**src/rtl/spi_reg_bank.sv**
```systemverilog
// spi_reg_bank: application-side register bank behind the SPI peripheral.
// Holds ID, CTRL, IRQ status/mask, error counter and general-purpose registers,
// and drives the status byte the peripheral shifts out at the start of a frame.
// Optional down-counting timer: define SPI_REG_BANK_TIMER_EN to build it in.
module spi_reg_bank #(
  parameter int               REG_W    = 8,
  parameter logic [REG_W-1:0] ID_VALUE = 8'hA5,
  parameter int               NUM_GP   = 4,
  parameter int               PRESCALE = 16
) (
  input  logic                    clk,
  input  logic                    rstb,
  input  logic                    ena,
  input  logic [REG_W-2:0]        addr,
  input  logic [REG_W-1:0]        wdata,
  input  logic                    we,
  output logic [REG_W-1:0]        rdata,
  input  logic [REG_W-2:0]        evt_in,
  output logic [REG_W-1:0]        status,
  output logic                    irq,
  output logic [NUM_GP*REG_W-1:0] gp_out
);

  localparam int AW = REG_W - 1;
  localparam logic [AW-1:0]    A_ID   = AW'(0);
  localparam logic [AW-1:0]    A_CTRL = AW'(1);
  localparam logic [AW-1:0]    A_STAT = AW'(2);
  localparam logic [AW-1:0]    A_MASK = AW'(3);
  localparam logic [AW-1:0]    A_ERR  = AW'(6);
  localparam int               A_GP0  = 8;
  localparam logic [REG_W-1:0] ERR_MAX = '1;

`ifdef SPI_REG_BANK_TIMER_EN
  localparam logic [AW-1:0]    A_RELOAD  = AW'(4);
  localparam logic [AW-1:0]    A_COUNT   = AW'(5);
  localparam logic [REG_W-1:0] CTRL_MASK = REG_W'(3'b111);
  localparam int               PW        = (PRESCALE > 1) ? $clog2(PRESCALE) : 1;
  localparam logic [PW-1:0]    PRESC_LAST = PW'(PRESCALE - 1);

  logic [REG_W-1:0] reload_q, reload_d, count_q, count_d;
  logic [PW-1:0]    presc_q, presc_d;
  logic             wr_reload_s;
`else
  localparam logic [REG_W-1:0] CTRL_MASK = REG_W'(1'b1);
`endif

  logic [REG_W-1:0]             ctrl_q, ctrl_d;
  logic [REG_W-1:0]             irq_status_q, irq_status_d;
  logic [REG_W-1:0]             irq_mask_q, irq_mask_d;
  logic [REG_W-1:0]             err_q, err_d;
  logic [REG_W-2:0]             evt_q, evt_d;
  logic [NUM_GP-1:0][REG_W-1:0] gp_q, gp_d;
  logic                         alive_q;

  logic              wr_s, wr_ctrl_s, wr_stat_s, wr_mask_s, wr_err_s, wr_known_s;
  logic [NUM_GP-1:0] gp_hit_s;
  logic              expire_s, tmr_stop_s;
  logic [REG_W-1:0]  rdata_s;

  // Address decode and write qualification (a write only counts with ena high)
  always_comb begin
    wr_s      = we & ena;
    wr_ctrl_s = wr_s & (addr == A_CTRL);
    wr_stat_s = wr_s & (addr == A_STAT);
    wr_mask_s = wr_s & (addr == A_MASK);
    wr_err_s  = wr_s & (addr == A_ERR);
    for (int i = 0; i < NUM_GP; i++) begin
      gp_hit_s[i] = (addr == AW'(A_GP0 + i));
    end
    wr_known_s = wr_ctrl_s | wr_stat_s | wr_mask_s | wr_err_s | (wr_s & (|gp_hit_s));
`ifdef SPI_REG_BANK_TIMER_EN
    wr_reload_s = wr_s & (addr == A_RELOAD);
    wr_known_s  = wr_known_s | wr_reload_s;
`endif
  end

`ifdef SPI_REG_BANK_TIMER_EN
  // Timer: prescaler and down-counter; a RELOAD write overrides any tick in the same cycle
  always_comb begin
    reload_d   = reload_q;
    count_d    = count_q;
    presc_d    = presc_q;
    expire_s   = 1'b0;
    tmr_stop_s = 1'b0;
    if (!ena) begin
      presc_d = presc_q;
    end else if (wr_reload_s) begin
      reload_d = wdata;
      count_d  = wdata;
      presc_d  = '0;
    end else if (ctrl_q[1]) begin
      if (presc_q == PRESC_LAST) begin
        presc_d = '0;
        if (count_q != '0) begin
          count_d = count_q - 1'b1;
        end else begin
          expire_s   = 1'b1;
          count_d    = reload_q;
          tmr_stop_s = ~ctrl_q[2];
        end
      end else begin
        presc_d = presc_q + 1'b1;
      end
    end else begin
      presc_d = '0;
    end
    // Starting the timer from stopped, or stopping it, restarts the prescaler at 0
    presc_d = (wr_ctrl_s && (!wdata[1] || !ctrl_q[1])) ? '0 : presc_d;
  end

  // Timer state registers
  always_ff @(posedge clk or negedge rstb) begin
    if (!rstb) begin
      reload_q <= '0;
      count_q  <= '0;
      presc_q  <= '0;
    end else begin
      reload_q <= reload_d;
      count_q  <= count_d;
      presc_q  <= presc_d;
    end
  end
`else
  assign expire_s   = 1'b0;
  assign tmr_stop_s = 1'b0;
`endif

  // Next-state for control, interrupt, error and GP registers; everything holds with ena low
  always_comb begin
    ctrl_d       = ctrl_q;
    irq_status_d = irq_status_q;
    irq_mask_d   = irq_mask_q;
    err_d        = err_q;
    evt_d        = evt_q;
    gp_d         = gp_q;
    if (ena) begin
      evt_d = evt_in;
      // Set beats W1C clear on the same bit
      irq_status_d = (irq_status_q & ~(wr_stat_s ? wdata : '0)) | {expire_s, evt_in & ~evt_q};
      ctrl_d = wr_ctrl_s ? (wdata & CTRL_MASK)
                         : (ctrl_q & ~{{(REG_W-2){1'b0}}, tmr_stop_s, 1'b0});
      irq_mask_d = wr_mask_s ? wdata : irq_mask_q;
      if (wr_err_s) begin
        err_d = '0;
      end else if (wr_s && !wr_known_s && (err_q != ERR_MAX)) begin
        err_d = err_q + 1'b1;
      end else begin
        err_d = err_q;
      end
      for (int i = 0; i < NUM_GP; i++) begin
        gp_d[i] = (wr_s && gp_hit_s[i]) ? wdata : gp_q[i];
      end
    end else begin
      evt_d = evt_q;
    end
  end

  // Main register file
  always_ff @(posedge clk or negedge rstb) begin
    if (!rstb) begin
      ctrl_q       <= '0;
      irq_status_q <= '0;
      irq_mask_q   <= '0;
      err_q        <= '0;
      evt_q        <= '0;
      gp_q         <= '0;
      alive_q      <= 1'b0;
    end else begin
      ctrl_q       <= ctrl_d;
      irq_status_q <= irq_status_d;
      irq_mask_q   <= irq_mask_d;
      err_q        <= err_d;
      evt_q        <= evt_d;
      gp_q         <= gp_d;
      alive_q      <= 1'b1;
    end
  end

  // Read mux: combinational on addr, unmapped addresses read 0; ID reads 0 until the first edge out of reset
  always_comb begin
    rdata_s = '0;
    case (addr)
      A_ID:     rdata_s = alive_q ? ID_VALUE : '0;
      A_CTRL:   rdata_s = ctrl_q;
      A_STAT:   rdata_s = irq_status_q;
      A_MASK:   rdata_s = irq_mask_q;
`ifdef SPI_REG_BANK_TIMER_EN
      A_RELOAD: rdata_s = reload_q;
      A_COUNT:  rdata_s = count_q;
`endif
      A_ERR:    rdata_s = err_q;
      default: begin
        for (int i = 0; i < NUM_GP; i++) begin
          rdata_s = rdata_s | (gp_q[i] & {REG_W{gp_hit_s[i]}});
        end
      end
    endcase
  end

  assign rdata  = rdata_s;
  assign status = irq_status_q & irq_mask_q;
  assign irq    = ctrl_q[0] & (|status);
  assign gp_out = gp_q;

endmodule

```
**config.mk**
```make
export PLATFORM = sky130hd
export DESIGN_NAME = spi_reg_bank
export DESIGN_NICKNAME = d
export VERILOG_FILES = /design/src/rtl/spi_reg_bank.sv
export SDC_FILE = /design/constraint.sdc
export NUM_CORES = 1
export LEC_CHECK = 0
export BUFFER_PORTS_ARGS = -buffer_cell sky130_fd_sc_hd__buf_2
export CAP_MARGIN = 30
export CELL_PAD_IN_SITES_DETAIL_PLACEMENT = 0
export CELL_PAD_IN_SITES_GLOBAL_PLACEMENT = 1
export CORE_AREA = 2 2 101 103
export CTS_BUF_LIST = sky130_fd_sc_hd__clkbuf_4
export CTS_CLUSTER_DIAMETER = 40
export CTS_CLUSTER_SIZE = 14
export DETAILED_ROUTE_END_ITERATION = 6
export DIE_AREA = 0 0 103 105
export PLACE_DENSITY = 0.65
export SYNTH_ARGS = -nofsm -noshare
export SYNTH_HDL_FRONTEND = slang
export SYNTH_SLANG_ARGS = --single-unit
```
**constraint.sdc**
```tcl
create_clock -name clk -period 6 [get_ports clk]
set_clock_uncertainty 0.1 [all_clocks]
set_input_delay 1.2 -clock clk [delete_from_list [all_inputs] [get_ports clk]]
set_output_delay 1.2 -clock clk [all_outputs]
set_load 0.02 [all_outputs]
```
Yosys cells after proc, flatten, opt, wreduce, memory -nomap -nowiden
Cells that the tools add are included.
{"block": "classes", "add_sub_neg": 1, "n_eq_ne": 9, "n_mux": 5, "bitwise": 24, "reduce_logical": 18}
{"operator": "AND 8 bit", "n": 6}
{"operator": "one-hot mux 8 bit (5 select lines)", "n": 1}
{"operator": "two-way mux 8 bit", "n": 4}
{"operator": "equality test 7 x 4 -> 1 bit, second input constant", "n": 4}
{"operator": "OR 8 bit", "n": 3}
{"operator": "equality test 7 x 2 -> 1 bit, second input constant", "n": 2}
{"operator": "AND reduction 2 bit", "n": 7}
{"operator": "adder 8 x 1 -> 8 bit, second input constant", "n": 1}
{"operator": "!= test 8 bit, second input constant", "n": 1}
{"operator": "NOT 8 bit", "n": 1}
{"operator": "OR 8 x 7 -> 8 bit", "n": 1}
{"operator": "OR reduction 8 bit", "n": 1}
{"operator": "AND 1 bit", "n": 7}
{"operator": "AND 7 bit", "n": 1}
{"operator": "equality test 7 x 1 -> 1 bit, second input constant", "n": 1}
{"operator": "equality test 7 x 3 -> 1 bit, second input constant", "n": 1}
{"operator": "zero test 7 bit", "n": 1}
{"operator": "NOT 7 bit", "n": 1}
{"operator": "logical AND 1 bit", "n": 6}
{"operator": "OR 1 bit", "n": 4}
{"operator": "OR reduction 4 bit", "n": 1}
{"operator": "nonzero test 2 bit", "n": 1}
{"operator": "zero test 1 bit", "n": 1}
{"block": "word_totals", "reg_bits": 65, "inputBits": 26, "out_inout_bits": 49, "wordCells": 67}

Longest topological paths before layout
Gate-level depths: netlist (run 1).
{"block": "logic_depth", "ltp_word": 11, "ltp_mapped": 7, "depth_no_buf": 5}

Worst setup path after synthesis (run 1)
OpenSTA, ideal clock, no wires.
{"block": "synth_timing", "kind": "input to output", "startpoint": "input port addr[1]", "endpoint": "output port rdata[4]", "arrival_time_ns": 2.710, "t_required_ns": 4.700, "slack_ns": 1.990, "stages": 6, "path_buffers": 3, "cell_sequence": "clkbuf_1 > clkbuf_1 > clkbuf_1 > a21oi_1 > o21ai_0 > a2bb2oi_1"}
{"block": "synth_via", "elab_chain_len": 6, "elab_cells_between_ends": 17, "cone_classes": "eq/ne: 8; mux: 1; bitwise: 7; reduce/logical: 1"}
{"element": "from (decl)", "line_no": "14", "text": "input logic [REG_W-2:0] addr,"}
{"element": "equality test 7 x 4 -> 1 bit", "line_no": "68", "text": "gp_hit_s[i] = (addr == AW'(A_GP0 + i));"}
{"element": "AND 8 bit", "line_no": "194", "text": "rdata_s = rdata_s | (gp_q[i] & {REG_W{gp_hit_s[i]}});"}
{"element": "OR 8 bit (3 in series)", "line_no": "194"}
{"element": "one-hot mux 8 bit (5 select lines) *", "line_no": "182", "text": "case (addr)"}
{"element": "to (decl)", "line_no": "17", "text": "output logic [REG_W-1:0] rdata,"}
Every way passes the cells marked *; elsewhere a longest branch is shown, timed or not.

Worst setup path in the final report (run 1)
{"block": "layout_timing", "startpoint": "input port addr[2]", "endpoint": "output port rdata[7]"}
The elaborated chain is that of the path after synthesis.

==> flow_summary.yaml, run 1 <==
yosys:
  yosys_register_bits: 65
  synth_flop_cell: "sky130_fd_sc_hd__dfrtp_1"
  synth.cell_area_um2: 3330
  synthesized_area_fraction_occupied_by_and_or_nand_nor_cells_pct: 14.8
  main_combinational_cell_family_by_area_after_synthesis: "multiplexers"
  synthesis.instances: 291
  synthDistinctLibCells: 48
  synth-edff-count: 0
  post_synth.cell_area_avg_um2: 11.4
  async_flop_share_pct: 100
  synth_area_in_xor_xnor_pct: 0
  synth_mux_area_share_pct: 21.8
  postSynthNetCount: 318
  synth_compound_gate_area_share_pct: 10.9
  yosysSeqAreaShare_pct: 48.9
  yosysWarningCount: 0
  arithmetic_cell_share_of_the_synthesized_area_counting_full_adders_half_adders_and_majority_gates_pct: 0.376
global_routing:
  grtUsageTotal_pct: 17.9
  number_of_antenna_violations_at_the_first_check_in_global_routing: 1
  wire_length_of_the_first_global_routing_pass_um: 14600
  grt-ovfl-total: 0
  first_global_vias: 2539
  largest_net_degree_at_the_start_of_global_routing: 66
cells_and_area:
  finalNetCount: 390
  final.fill_count: 987
  share_of_layout_cells_above_drive_strength_1_pct: 40.8
  area_growth_pct: 19.1
  utilization_pct: 41.1
power:
  leakage_nw: 1.95
  p_per_area_nw_per_um2: 246
  largest_voltage_drop_on_the_vdd_net_uv: 97.1
sta:
  period_minus_slack_ps: 4390
  slew-limit-headroom_pct: 29.6
  unrepaired_setup_endpoints_after_global_routing: "no"
  fin_crit_sh_pct: 73.1
  final-max-slew-violation-count: 0
  setup_viol: 0
  achievable-frequency_mhz: 228
  count_of_endpoints_failing_hold_in_the_final_timing_report: 0
  final.setup.tns_ps: 0
  worst_slew_pin_slew_ps: 1050
  setup_ws_ps: 1610
  finalHoldWorstSlack_ps: 353
floorplan:
  initial_core_util_pct: 34.5
  io-pin-count: 75
  die_area_um2: 10800
  core_um2: 9640
  die_h_um: 105
  placementRows: 36
  die_width_um: 103
critical_path:
  cp.arrival_ps: 3090
  worst_r2r_startpoint: "err_q[1]"
  worst_r2r_path_depth: 5
  startpoint_type: "input pin"
  critical_path.endpoint_type: "primary output"
  critical_path.max_fanout: 18
  required_ps: 4700
  r2r_slack_ps: 4220
  crit-reg2reg-capture: "err_q[3]"
  setup.worst_path.class: "in -> out"
flow_run:
  cap_violations: 0
cts:
  clk_pin_slew_worst_paths_ps: 120
  cts-buffers-inserted: 9
  tritoncts: "done"
  postCtsHoldBufs: 0
  cts_buffer_depth: 2
  post_cts.resized_instances: 0
  cts_htree_levels: 3
  cts.root.buffer_cell: "sky130_fd_sc_hd__clkbuf_4"
  postCtsSetupRepairBufs: 0
  cts.sinks: 65
  insertion_delay_ps: 430
placed_design:
  post_place_worst_slack_ps: 1640
  dp_hpwl_um: 6430
  weighted_congestion_reported_at_the_end_of_routability_driven_placement: 0.771
  buffer_ports.inserted: 74
route:
  ant_nets: 0
  viasPerCell: 5.18
  detail_route.wl_per_cell_um: 18.4
  detailedRoute.firstPassIterationCount: 4
  drcViolationCount: 0
  drt-total-wl_um: 9220
  via_count: 2601
  detail_route.iter0.violations: 121
min_path:
  hold_path_class: "reg -> reg"
  min-delay-start: "evt_q[5]"
  worst_case_hold_path_end_point: "irq_status_q[5]"
  worst_hold_path.num_cells: 1
run_status:
  run_status: "finished, final reports clean"
[layer usage]
metal | up-vias | part of all wire [%] | track usage, %
met3 | 17 | 4.8 | 3.01
met2 | 66 | 45 | 25.6
met4 | 0 | 2.6 | 8.08
li1 | 1221 | - | -
met1 | 1297 | 48 | 26.2
met5 | - | 0 | 0
[cell families (layout without fill, tap and decap cells)]
group	count (synthesis)	count (layout)
other	1	2
AND/OR/NAND/NOR	92	92
adder cells (fa/ha/maj)	1	1
AO/OA/AOI/OAI	54	54
multiplexers	54	54
buffers and inverters	24	101
flip-flops	65	65
[worst max-delay path, stage by stage]
cell	delay, ps
sky130_fd_sc_hd__buf_2	220
sky130_fd_sc_hd__or4_1	590
sky130_fd_sc_hd__nor2_2	380
sky130_fd_sc_hd__nand4_1	150
sky130_fd_sc_hd__a32oi_1	320
sky130_fd_sc_hd__buf_2	230
[area by class of cell]
class / count / area [um2] / area share [%]
Antenna cell: 1 / 2.50 / 0.0631
Multi-Input combinational cell: 202 / 1600 / 40.5
Clock inverter: 7 / 78.8 / 1.99
Timing Repair Buffer: 76 / 385 / 9.72
Inverter: 9 / 33.8 / 0.852
Sequential cell: 65 / 1630 / 41.0
Tap cell: 133 / 166 / 4.20
Clock buffer: 9 / 67.6 / 1.70
[cell usage in the layout (no fill, tap or decap), types with 3 or more instances in the layout]
cell type	instances
sky130_fd_sc_hd__clkbuf_4	9
sky130_fd_sc_hd__nand2_1	34
sky130_fd_sc_hd__nand4_1	6
sky130_fd_sc_hd__and3_1	3
sky130_fd_sc_hd__o31ai_1	3
sky130_fd_sc_hd__nand3_1	10
sky130_fd_sc_hd__mux2_4	8
sky130_fd_sc_hd__nor2_1	3
sky130_fd_sc_hd__mux2_2	36
sky130_fd_sc_hd__o21ai_0	12
sky130_fd_sc_hd__dfrtp_1	65
sky130_fd_sc_hd__a21oi_1	14
sky130_fd_sc_hd__nand2b_1	5
sky130_fd_sc_hd__and2_1	9
sky130_fd_sc_hd__inv_1	9
sky130_fd_sc_hd__nor3_1	3
sky130_fd_sc_hd__o21a_1	3
sky130_fd_sc_hd__o2bb2ai_1	7
sky130_fd_sc_hd__buf_2	74
sky130_fd_sc_hd__clkinv_4	4
sky130_fd_sc_hd__mux4_2	8
sky130_fd_sc_hd__or4_1	5
sky130_fd_sc_hd__a32oi_1	5
[cell usage after synthesis, drive strengths merged, types with 2 or more instances]
cell type   n  share of area, %
a21oi      14               2.1
a22oi       2              0.45
a32oi       5               1.3
and2        9               1.7
and3        3              0.56
buf         6               1.1
clkbuf      9               1.0
dfrtp      65                49
inv         9               1.0
mux2       44                16
mux2i       2              0.60
mux4        8               5.4
nand2      34               3.8
nand2b      5              0.94
nand3      10               1.5
nand4       6               1.1
nor2        5              0.86
nor3        3              0.45
nor4        2              0.38
o21a        3              0.68
o21ai      12               1.8
o2bb2ai     7               1.8
o31ai       3              0.68
or2         2              0.38
or3         2              0.38
or4         5               1.1
[metrics by stage]
step / std cells / power, mW / cell area, um2
finish: 502 / 0.974 / 3970
global route: 502 / 1.02 / 3970
CTS: 501 / 0.987 / 3960
detailed placement: 485 / 0.670 / 3820
global placement: 485 / 0.668 / 3820
floorplan: 291 / 0.603 / 3330
[sequential cells by signal, summed over array words and instances, names as in the netlist]
| register | cells |
|---|---|
| evt_q | 7 |
| ctrl_q | 1 |
| irq_mask_q | 8 |
| irq_status_q | 8 |
| err_q | 8 |
| alive_q | 1 |
| gp_out | 32 |
[worst max path at each step]
| stage | startpoint | end | slack [ps] | cells past startpoint |
|---|---|---|---|---|
| floorplan | addr[1] | rdata[4] | 1990 | 6 |
| global placement | addr[2] | rdata[7] | 1710 | 6 |
| detailed placement | addr[2] | rdata[7] | 1640 | 6 |
| CTS | addr[2] | rdata[7] | 1640 | 6 |
| global route | addr[2] | rdata[2] | 1550 | 6 |
| finish | addr[2] | rdata[7] | 1610 | 6 |
[power breakdown]
group          total [mW]  internal, mW  switching [mW]
logic               0.149        0.0635          0.0857
clock network       0.315         0.130           0.184
registers           0.510         0.471          0.0392
(Power assumes the default switching activity.)
==> run 2: changes to the inputs <==
Settings changed: ABC_AREA set to 1, CORE_AREA 2 2 101 103 to 2 2 102 104, DIE_AREA 0 0 103 105 to 0 0 104 106, PLACE_DENSITY 0.65 to 0.68.
Clock period 6 ns to 4.2 ns, I/O delays scaled along.
==> run 2 against run 1 <==
Compared with the run above: flip-flop and latch count did not move; die area grew 1.9%; sequential power grew 39%; power increased by 39%; critical endpoint is now rdata[6]; combinational power increased by 44%; largest power group unchanged; design area rose by 0.82%; via count up 14%; setup slack lost 550 ps.
==> flow_summary.yaml, run 2 <==
sta:
  count_of_endpoints_failing_hold_in_the_final_timing_report: 0
  final-max-slew-violation-count: 0
  slew-limit-headroom_pct: 53.1
  period_minus_slack_ps: 3140
  fin_crit_sh_pct: 74.8
  setup_viol: 0
  final.setup.tns_ps: 0
  finalHoldWorstSlack_ps: 326
  worst_slew_pin_slew_ps: 703
  unrepaired_setup_endpoints_after_global_routing: "no"
  achievable-frequency_mhz: 318
critical_path:
  startpoint_type: "input pin"
  cp.arrival_ps: 2200
  crit_path_top_delay_cell: "sky130_fd_sc_hd__nor3_4"
  r2r_slack_ps: 2540
  worst_path_most_repeated_cell: "sky130_fd_sc_hd__nand2_1"
  critical_path.endpoint_type: "primary output"
  critical_path.max_fanout: 6
  timing.critical_path.cells: "buf_2, inv_1, nand2_1, nor3_4, nand2_1, o21ai_0, a21oi_1, nand2_1, buf_2"
  setup.worst_path.class: "in -> out"
  cp_slowest_stage_delay_ps: 290
  required_ps: 3260
yosys:
  post-synth-top-area-fraction_pct: 48.2
  yosysSeqAreaShare_pct: 48.2
  ranking_of_synthesized_cells_by_area: "sky130_fd_sc_hd__dfrtp_1, sky130_fd_sc_hd__nand2_1, sky130_fd_sc_hd__o21ai_0"
  yosys_register_bits: 65
  yosys_top_cell_by_area: "sky130_fd_sc_hd__dfrtp_1"
  synth.cell_area_um2: 3380
  synthDistinctLibCells: 28
  post_synth.cell_area_avg_um2: 8.08
  yosysWarningCount: 0
  synth-edff-count: 0
  synth.most_common_cell: "sky130_fd_sc_hd__nand2_1"
  synth_flop_cell: "sky130_fd_sc_hd__dfrtp_1"
  postSynthNetCount: 445
  yosys-top-cells-count: "sky130_fd_sc_hd__nand2_1, sky130_fd_sc_hd__dfrtp_1, sky130_fd_sc_hd__inv_1, sky130_fd_sc_hd__o21ai_0, sky130_fd_sc_hd__nand3_1"
  synthesis.instances: 418
  async_flop_share_pct: 100
placed_design:
  dpl.cell_count: 623
  weighted_congestion_reported_at_the_end_of_routability_driven_placement: 0.823
  dp_hpwl_um: 7130
  buffer_ports.inserted: 74
floorplan:
  placementRows: 37
  core_um2: 10000
  io-pin-count: 75
  die_area_um2: 11000
  die_width_um: 104
  die_h_um: 106
  initial_core_util_pct: 33.8
route:
  drt-total-wl_um: 9340
  detailedRoute.firstPassIterationCount: 4
  via_count: 2969
  drcViolationCount: 0
  detail_route.wl_per_cell_um: 14.6
  detail_route.iter0.violations: 108
  viasPerCell: 4.64
  ant_nets: 0
cells_and_area:
  commonest_cells_after_routing_fill_and_taps_aside: "sky130_fd_sc_hd__nand2_1, sky130_fd_sc_hd__buf_2, sky130_fd_sc_hd__dfrtp_1"
  layout.cells.non_filler: 640
  area_growth_pct: 18.4
  finalNetCount: 525
  layout_commonest_cell: "sky130_fd_sc_hd__nand2_1"
  flip_flop_count_of_the_largest_register_all_copies_and_words_added: 32
  share_of_layout_cells_above_drive_strength_1_pct: 25.8
flow_run:
  cap_violations: 0
power:
  sequential_share_of_power_pct: 52.3
  switching_share_pct: 31.9
  leakage_nw: 2.22
  largest_voltage_drop_on_the_vdd_net_uv: 228
  power.switching_mw: 0.432
  clkPwrFrac_pct: 31.8
  share_comb_of_total_power_pct: 15.9
  p_per_area_nw_per_um2: 339
  internal_power_mw: 0.923
run_status:
  run_status: "finished, final reports clean"
global_routing:
  wire_length_of_the_first_global_routing_pass_um: 15600
  number_of_antenna_violations_at_the_first_check_in_global_routing: 1
  grtUsageTotal_pct: 18.2
  first_global_vias: 2961
  largest_net_degree_at_the_start_of_global_routing: 30
  grt-ovfl-total: 0
cts:
  post_cts.resized_instances: 0
  clk_pin_slew_worst_paths_ps: 130
  cts_buffer_depth: 2
  insertion_delay_ps: 420
  cts-buffers-inserted: 9
  tritoncts: "done"
  cts.root.buffer_cell: "sky130_fd_sc_hd__clkbuf_4"
  cts.sinks: 65
  postCtsSetupRepairBufs: 0
  cts_htree_levels: 3
  postCtsHoldBufs: 0
min_path:
  hold_path_class: "in -> async"
[run 2: logic make-up (layout without fill, tap and decap cells)]
group | Yosys count | in the layout | share of synthesized area [%]
compound gates | 82 | 82 | 13.9
other cells | 1 | 2 | 0.111
buf+inv | 57 | 142 | 7.82
flops | 65 | 65 | 48.2
simple gates | 207 | 207 | 28.3
fa+ha+maj | 1 | 1 | 0.370
xor+xnor | 5 | 5 | 1.30
[run 2: final cells by class]
type	count	area, um2
Fill cell	1113	6000
Sequential cell	65	1630
Multi-Input combinational cell	296	1490
Timing Repair Buffer	76	385
Inverter	50	190
Tap cell	136	170
Clock inverter	7	68.8
Clock buffer	9	67.6
Antenna cell	1	2.50
[run 2: worst max-delay path: cells and delay by family]
family                 cells  cell delay [ps]
AOI/OAI and AO/OA          2              290
buffers and inverters      3              330
and+or+nand+nor            4              720
[run 2: routing by layer]
metal  global-route usage [%]  share of wire [%]
met5                        0                  0
met4                     5.21                1.2
met3                     4.78                5.3
met2                     29.1                 48
met1                     24.4                 46
[run 2: power by group through the flow]
stage                     registers, mW  clock network, mW  logic, mW
after floorplan                   0.728                  0      0.122
after global placement            0.720                  0      0.216
after detailed placement          0.721                  0      0.219
after CTS                         0.709              0.443      0.220
after global routing              0.718              0.469      0.248
final                             0.709              0.431      0.215
[run 2: stage by stage]
step | power (mW) | utilization, % | setup slack [ps] | area, um2
5_1_grt | 1.44 | 40.0 | 928 | 4000
2_1_floorplan | 0.850 | - | 1490 | 3380
3_3_place_gp | 0.936 | 38.6 | 1110 | 3860
3_5_place_dp | 0.940 | 38.6 | 1100 | 3860
4_1_cts | 1.37 | 40.0 | 1090 | 4000
6_report | 1.35 | 40.0 | 1060 | 4000
[run 2: worst paths after layout]
check / from / end / cells after the start
setup / recovery: addr[0] / rdata[6] / 9
hold / removal: rstb / gp_out[18] / 1
setup reg to reg: err_q[1] / err_q[6] / 8
hold reg to reg: evt_q[4] / irq_status_q[4] / 1
max in group asynchronous: rstb / irq_status_q[1] / 2
min in group clk: evt_q[4] / irq_status_q[4] / 1
